[src/rtl/uart_brg_ctrl.sv]
// UART baud rate generator controller.
// Holds the active prescaler/divider, defers rate changes until both UART
// directions are idle, pulses a reset into the generator, then waits for the
// first 16x enable so the local 16x phase counter restarts aligned with it.
module uart_brg_ctrl #(
   parameter logic [3:0] pPS_Init  = 4'd1,
   parameter logic [7:0] pDiv_Init = 8'd12,
   parameter int         pRstLen   = 2
) (
   input  logic       Clk,
   input  logic       Rst,
   input  logic       WE,
   input  logic [3:0] PS_In,
   input  logic [7:0] Div_In,
   input  logic       Idle,
   input  logic       CE_16x,
   output logic [3:0] PS,
   output logic [7:0] Div,
   output logic       BRG_Rst,
   output logic       Pend,
   output logic       Rdy,
   output logic       CE_1x
);

   localparam logic [3:0] RST_LEN_C = 4'(pRstLen);

   typedef enum logic [1:0] {
      ST_RUN  = 2'd0,
      ST_PEND = 2'd1,
      ST_HOLD = 2'd2,
      ST_SYNC = 2'd3
   } state_t;

   state_t     state_r;
   state_t     state_next_s;
   logic       load_rate_s;
   logic       pend_next_s;
   logic [3:0] hold_cnt_r;
   logic [3:0] phase_r;
   logic [3:0] sh_ps_r;
   logic [7:0] sh_div_r;
   logic [3:0] ps_r;
   logic [7:0] div_r;
   logic       brg_rst_r;
   logic       pend_r;
   logic       rdy_r;
   logic       ce_1x_r;

   assign PS      = ps_r;
   assign Div     = div_r;
   assign BRG_Rst = brg_rst_r;
   assign Pend    = pend_r;
   assign Rdy     = rdy_r;
   assign CE_1x   = ce_1x_r;

   // Next-state decode; a rate is applied only on a PEND->HOLD move with no write racing it.
   always_comb begin
      state_next_s = state_r;
      load_rate_s  = 1'b0;
      case (state_r)
         ST_RUN: begin
            if (WE || pend_r) begin
               state_next_s = ST_PEND;
            end else begin
               state_next_s = ST_RUN;
            end
         end
         ST_PEND: begin
            if (Idle && !WE) begin
               state_next_s = ST_HOLD;
               load_rate_s  = 1'b1;
            end else begin
               state_next_s = ST_PEND;
            end
         end
         ST_HOLD: begin
            if (hold_cnt_r <= 4'd1) begin
               state_next_s = ST_SYNC;
            end else begin
               state_next_s = ST_HOLD;
            end
         end
         ST_SYNC: begin
            // A write landing on the aligning pulse must not be lost, so it also counts as pending.
            if (CE_16x) begin
               if (pend_r || WE) begin
                  state_next_s = ST_PEND;
               end else begin
                  state_next_s = ST_RUN;
               end
            end else begin
               state_next_s = ST_SYNC;
            end
         end
         default: begin
            state_next_s = ST_HOLD;
         end
      endcase
   end

   // Pending flag: any write sets it, applying the shadow rate clears it.
   always_comb begin
      pend_next_s = pend_r;
      if (WE) begin
         pend_next_s = 1'b1;
      end else if (load_rate_s) begin
         pend_next_s = 1'b0;
      end else begin
         pend_next_s = pend_r;
      end
   end

   // State register and hold-length counter (reloaded on every HOLD entry).
   always_ff @(posedge Clk) begin
      if (Rst) begin
         state_r    <= ST_HOLD;
         hold_cnt_r <= RST_LEN_C;
      end else begin
         state_r <= state_next_s;
         if ((state_next_s == ST_HOLD) && (state_r != ST_HOLD)) begin
            hold_cnt_r <= RST_LEN_C;
         end else if (state_r == ST_HOLD) begin
            hold_cnt_r <= hold_cnt_r - 4'd1;
         end else begin
            hold_cnt_r <= hold_cnt_r;
         end
      end
   end

   // Shadow and active rate registers; last write wins in the shadow.
   always_ff @(posedge Clk) begin
      if (Rst) begin
         sh_ps_r  <= pPS_Init;
         sh_div_r <= pDiv_Init;
         ps_r     <= pPS_Init;
         div_r    <= pDiv_Init;
      end else begin
         if (WE) begin
            sh_ps_r  <= PS_In;
            sh_div_r <= Div_In;
         end
         if (load_rate_s) begin
            ps_r  <= sh_ps_r;
            div_r <= sh_div_r;
         end
      end
   end

   // Registered status outputs derived from the next state.
   always_ff @(posedge Clk) begin
      if (Rst) begin
         brg_rst_r <= 1'b1;
         pend_r    <= 1'b0;
         rdy_r     <= 1'b0;
      end else begin
         brg_rst_r <= (state_next_s == ST_HOLD);
         pend_r    <= pend_next_s;
         rdy_r     <= (state_next_s == ST_RUN);
      end
   end

   // 16x phase counter and 1x enable; the old rate keeps ticking while a change is pending.
   always_ff @(posedge Clk) begin
      if (Rst) begin
         phase_r <= 4'd0;
         ce_1x_r <= 1'b0;
      end else begin
         if (state_r == ST_HOLD) begin
            phase_r <= 4'd0;
         end else if (CE_16x) begin
            phase_r <= phase_r + 4'd1;
         end else begin
            phase_r <= phase_r;
         end
         ce_1x_r <= CE_16x && (phase_r == 4'd15) &&
                    ((state_r == ST_RUN) || (state_r == ST_PEND));
      end
   end

endmodule

[config.mk]
export PLATFORM = sky130hd
export DESIGN_NAME = uart_brg_ctrl
export DESIGN_NICKNAME = d
export VERILOG_FILES = /design/src/rtl/uart_brg_ctrl.sv
export SDC_FILE = /design/constraint.sdc
export NUM_CORES = 1
export LEC_CHECK = 0
export CORE_ASPECT_RATIO = 0.8
export CORE_MARGIN = 2
export CORE_UTILIZATION = 52
export CTS_CLUSTER_SIZE = 40
export DETAILED_ROUTE_END_ITERATION = 8
export PLACE_DENSITY_LB_ADDON = 0.12
export SYNTH_ARGS = -nofsm -noshare
export SYNTH_HDL_FRONTEND = slang
export SYNTH_SLANG_ARGS = --single-unit
[constraint.sdc]
create_clock -name Clk -period 2.44 [get_ports Clk]
set_input_delay 0.244 -clock Clk [delete_from_list [all_inputs] [get_ports Clk]]
set_output_delay 0.244 -clock Clk [all_outputs]
set_load 0.05 [all_outputs]
==> qor.txt <==
outcome - completed
total track usage - 19.8%
TritonCTS Buffers - 5
H-tree depth - 2
Synth Cell Area - 1480 um^2
first-pass GRT wire length - 4.95 mm
Pint - 1070 uW
RSZ-0062 raised after global routing - no
Synth Net Count - 180
Critical path buffers and inverters - 1
metal3 WL - 286 um
met2 routed wirelength - 1.32 mm
Worst setup EP type - output pin
core area - 2720 um^2
Worst-Margin Slew - 0.566 ns
Clock Power Share - 27.2%
Pwr per Cell Area - 809 nW/um^2
area of the multi-input gates - 643 um^2
Initial Util - 54.2%
CTS sink count - 38
Static Leak - 0.000746 uW
vias in the first global route - 1,091
io pins - 33
CTS Root Cell - clkbuf_4
drt drc - 0
Synth area leaders - dfxtp_1 (52%), mux2i_1 (8.8%), nand2_1 (8.1%)
layout cell share with drive strength beyond 1 - 5.24%
largest net degree at the start of global routing - 18
Synth area leader - dfxtp_1
Seq cells post-synth - 38
CP max FO - 2
clock latency on the worst-skew pair - 0.33 ns
clock slew seen by the registers of the worst setup and hold paths - 0.11 ns
number of fill cells - 242
FMAX - 569 MHz
PortBufs - 32
most frequent cells in the layout - dfxtp_1 (38), nand2_1 (32), clkdlybuf4s50_1 (32)
Vias/cell - 5.34
Final min period - 1.76 ns
distinct cell type count after synthesis - 33
crit path DAT - 1.51 ns
setup_tns - 0 ns
Die ar. - 3280 um^2
via count - 1,223
Setup WS post-layout - 0.684 ns
Flop pwr share - 50.1%
syn avg cell area - 9.22 um^2
standard-cell rows - 17
HP Class - flop to flop
area share of the leading cell type in the synthesized netlist - 51.6%
Final HPWL DP - 2.11 mm
final cycle utilization of the critical path - 72.0%
Routed Antenna Nets - 0
maxcap violations - 0
WHS - 0.455 ns
DR iter-0 viols - 95
Chip Width - 63.6 um
total area of sequential cells - 761 um^2
Routed WL per cell - 12.7 um
cells along the critical path - clkdlybuf4s50_1
initial antenna violation count - 0
M1 WL - 1.27 mm
switching share of power - 29.8%
CP max stage delay - 0.82 ns
Slew HR - 62.0%
critical path's slowest cell - clkdlybuf4s50_1
Final Skew - 0.00303 ns
switching pwr - 452 uW
post_cts resized - 0
P&R area growth vs syn - 27.2%
Max Slew Vio Count - 0
gr ovfl total - 0
Yosys warning count - 0
clock tree buffer depth - 2
combinational fraction of design power - 22.7%
final WL - 2.92 mm
Detailed Routing Iterations Pass 1 - 4
cells after synthesis - 160
cts hold-fix bufs - 0
CTS tree - yes
crit path kind - flop to output pin
Final Hold Vio Count - 0
post-CTS setup buffer count - 0
post-synthesis sequential area ratio - 51.6%
max layer used - met4
Final nets - 210
Crit path max-delay family - buffers and inverters
worst path required time - 2.20 ns
Max VDD drop - 0.436 mV
commonest non-fill, non-tap cell in the layout - dfxtp_1
Worst Setup Start Kind - flop
worst slack, placed - 0.631 ns
Die Y - 51.6 um
Placer Congestion - 0.756
Antenna Cells - 0
Final setup viols - 0
-- sequential cells by signal, summed over array words and instances (netlist names) --
signal / flops
hold_cnt_r: 4
PS: 4
sh_ps_r: 4
state_r: 2
Rdy: 1
sh_div_r: 8
CE_1x: 1
Pend: 1
BRG_Rst: 1
phase_r: 4
Div: 8
-- power by group through the flow --
stage / registers (uW) / logic, uW / clock network [uW]
2_1_floorplan: 766 / 274 / 0
3_3_place_gp: 769 / 331 / 0
3_5_place_dp: 771 / 342 / 0
4_1_cts: 756 / 345 / 423
5_1_grt: 770 / 383 / 444
6_report: 761 / 344 / 413
-- kinds of logic after synthesis --
logic type	share of synthesized area (%)
and+or+nand+nor	20.3
xor gates and xnor gates	1.78
adders and majority gates	2.54
buffers and inverters	4.83
muxes	8.82
DFF	51.6
AOI/OAI and AO/OA	10.2
-- cell usage after synthesis --
| cell | number |
|---|---|
| a21o_1 | 2 |
| a21oi_1 | 12 |
| a311oi_1 | 1 |
| a31o_1 | 1 |
| a31oi_1 | 1 |
| a32oi_1 | 1 |
| and3_1 | 1 |
| and4bb_1 | 1 |
| buf_2 | 6 |
| buf_6 | 1 |
| clkbuf_1 | 4 |
| clkinv_1 | 1 |
| dfxtp_1 | 38 |
| ha_1 | 3 |
| inv_1 | 3 |
| mux2i_1 | 13 |
| nand2_1 | 32 |
| nand2b_4 | 1 |
| nand3_1 | 4 |
| nand3b_1 | 1 |
| nand4_1 | 1 |
| nand4bb_1 | 1 |
| nor2_1 | 14 |
| nor2b_1 | 1 |
| nor3_1 | 5 |
| nor4_1 | 1 |
| o21a_1 | 1 |
| o21ai_0 | 2 |
| o21bai_1 | 1 |
| o41ai_1 | 2 |
| or4_4 | 1 |
| xnor2_1 | 1 |
| xor2_1 | 2 |
-- routing by layer --
metal / vias up / track usage, %
met2: 48 / 32.5
met4: 0 / 7.25
met3: 7 / 7.14
met5: - / 0
met1: 563 / 24.1
li1: 605 / -
-- area by class of cell --
type                       instances  share of cell area (%)
clock buffer                       7                    2.40
sequential                        38                    40.5
multi-input combinational        107                    34.3
timing repair buffer              34                    17.9
clock inverter                     1                    1.60
inverter                           4                   0.800
tap                               38                    2.53
-- worst paths after layout --
kind	slack (ns)	start	to	depth (start not counted)
min reg2reg	0.46	phase_r[3]$_SDFFE_PP0P_	CE_1x$_SDFF_PP0_	2
max reg2reg	0.90	state_r[1]$_SDFF_PP1_	hold_cnt_r[2]$_SDFFE_PP0P_	3
max	0.68	Div[7]$_SDFFE_PP0P_	Div[7]	1
min	0.46	phase_r[3]$_SDFFE_PP0P_	CE_1x$_SDFF_PP0_	2
-- metrics by stage --
step                cell area (um^2)  std cells  total power [uW]  util, %
detailed placement              1800        221              1110     66.2
global route                    1880        229              1600     68.9
CTS                             1880        229              1520     68.9
finish                          1880        229              1520     68.9
global placement                1800        221              1100     66.2
floorplan                       1480        160              1040        -
No activity file was read; power rests on OpenSTA's default activity.
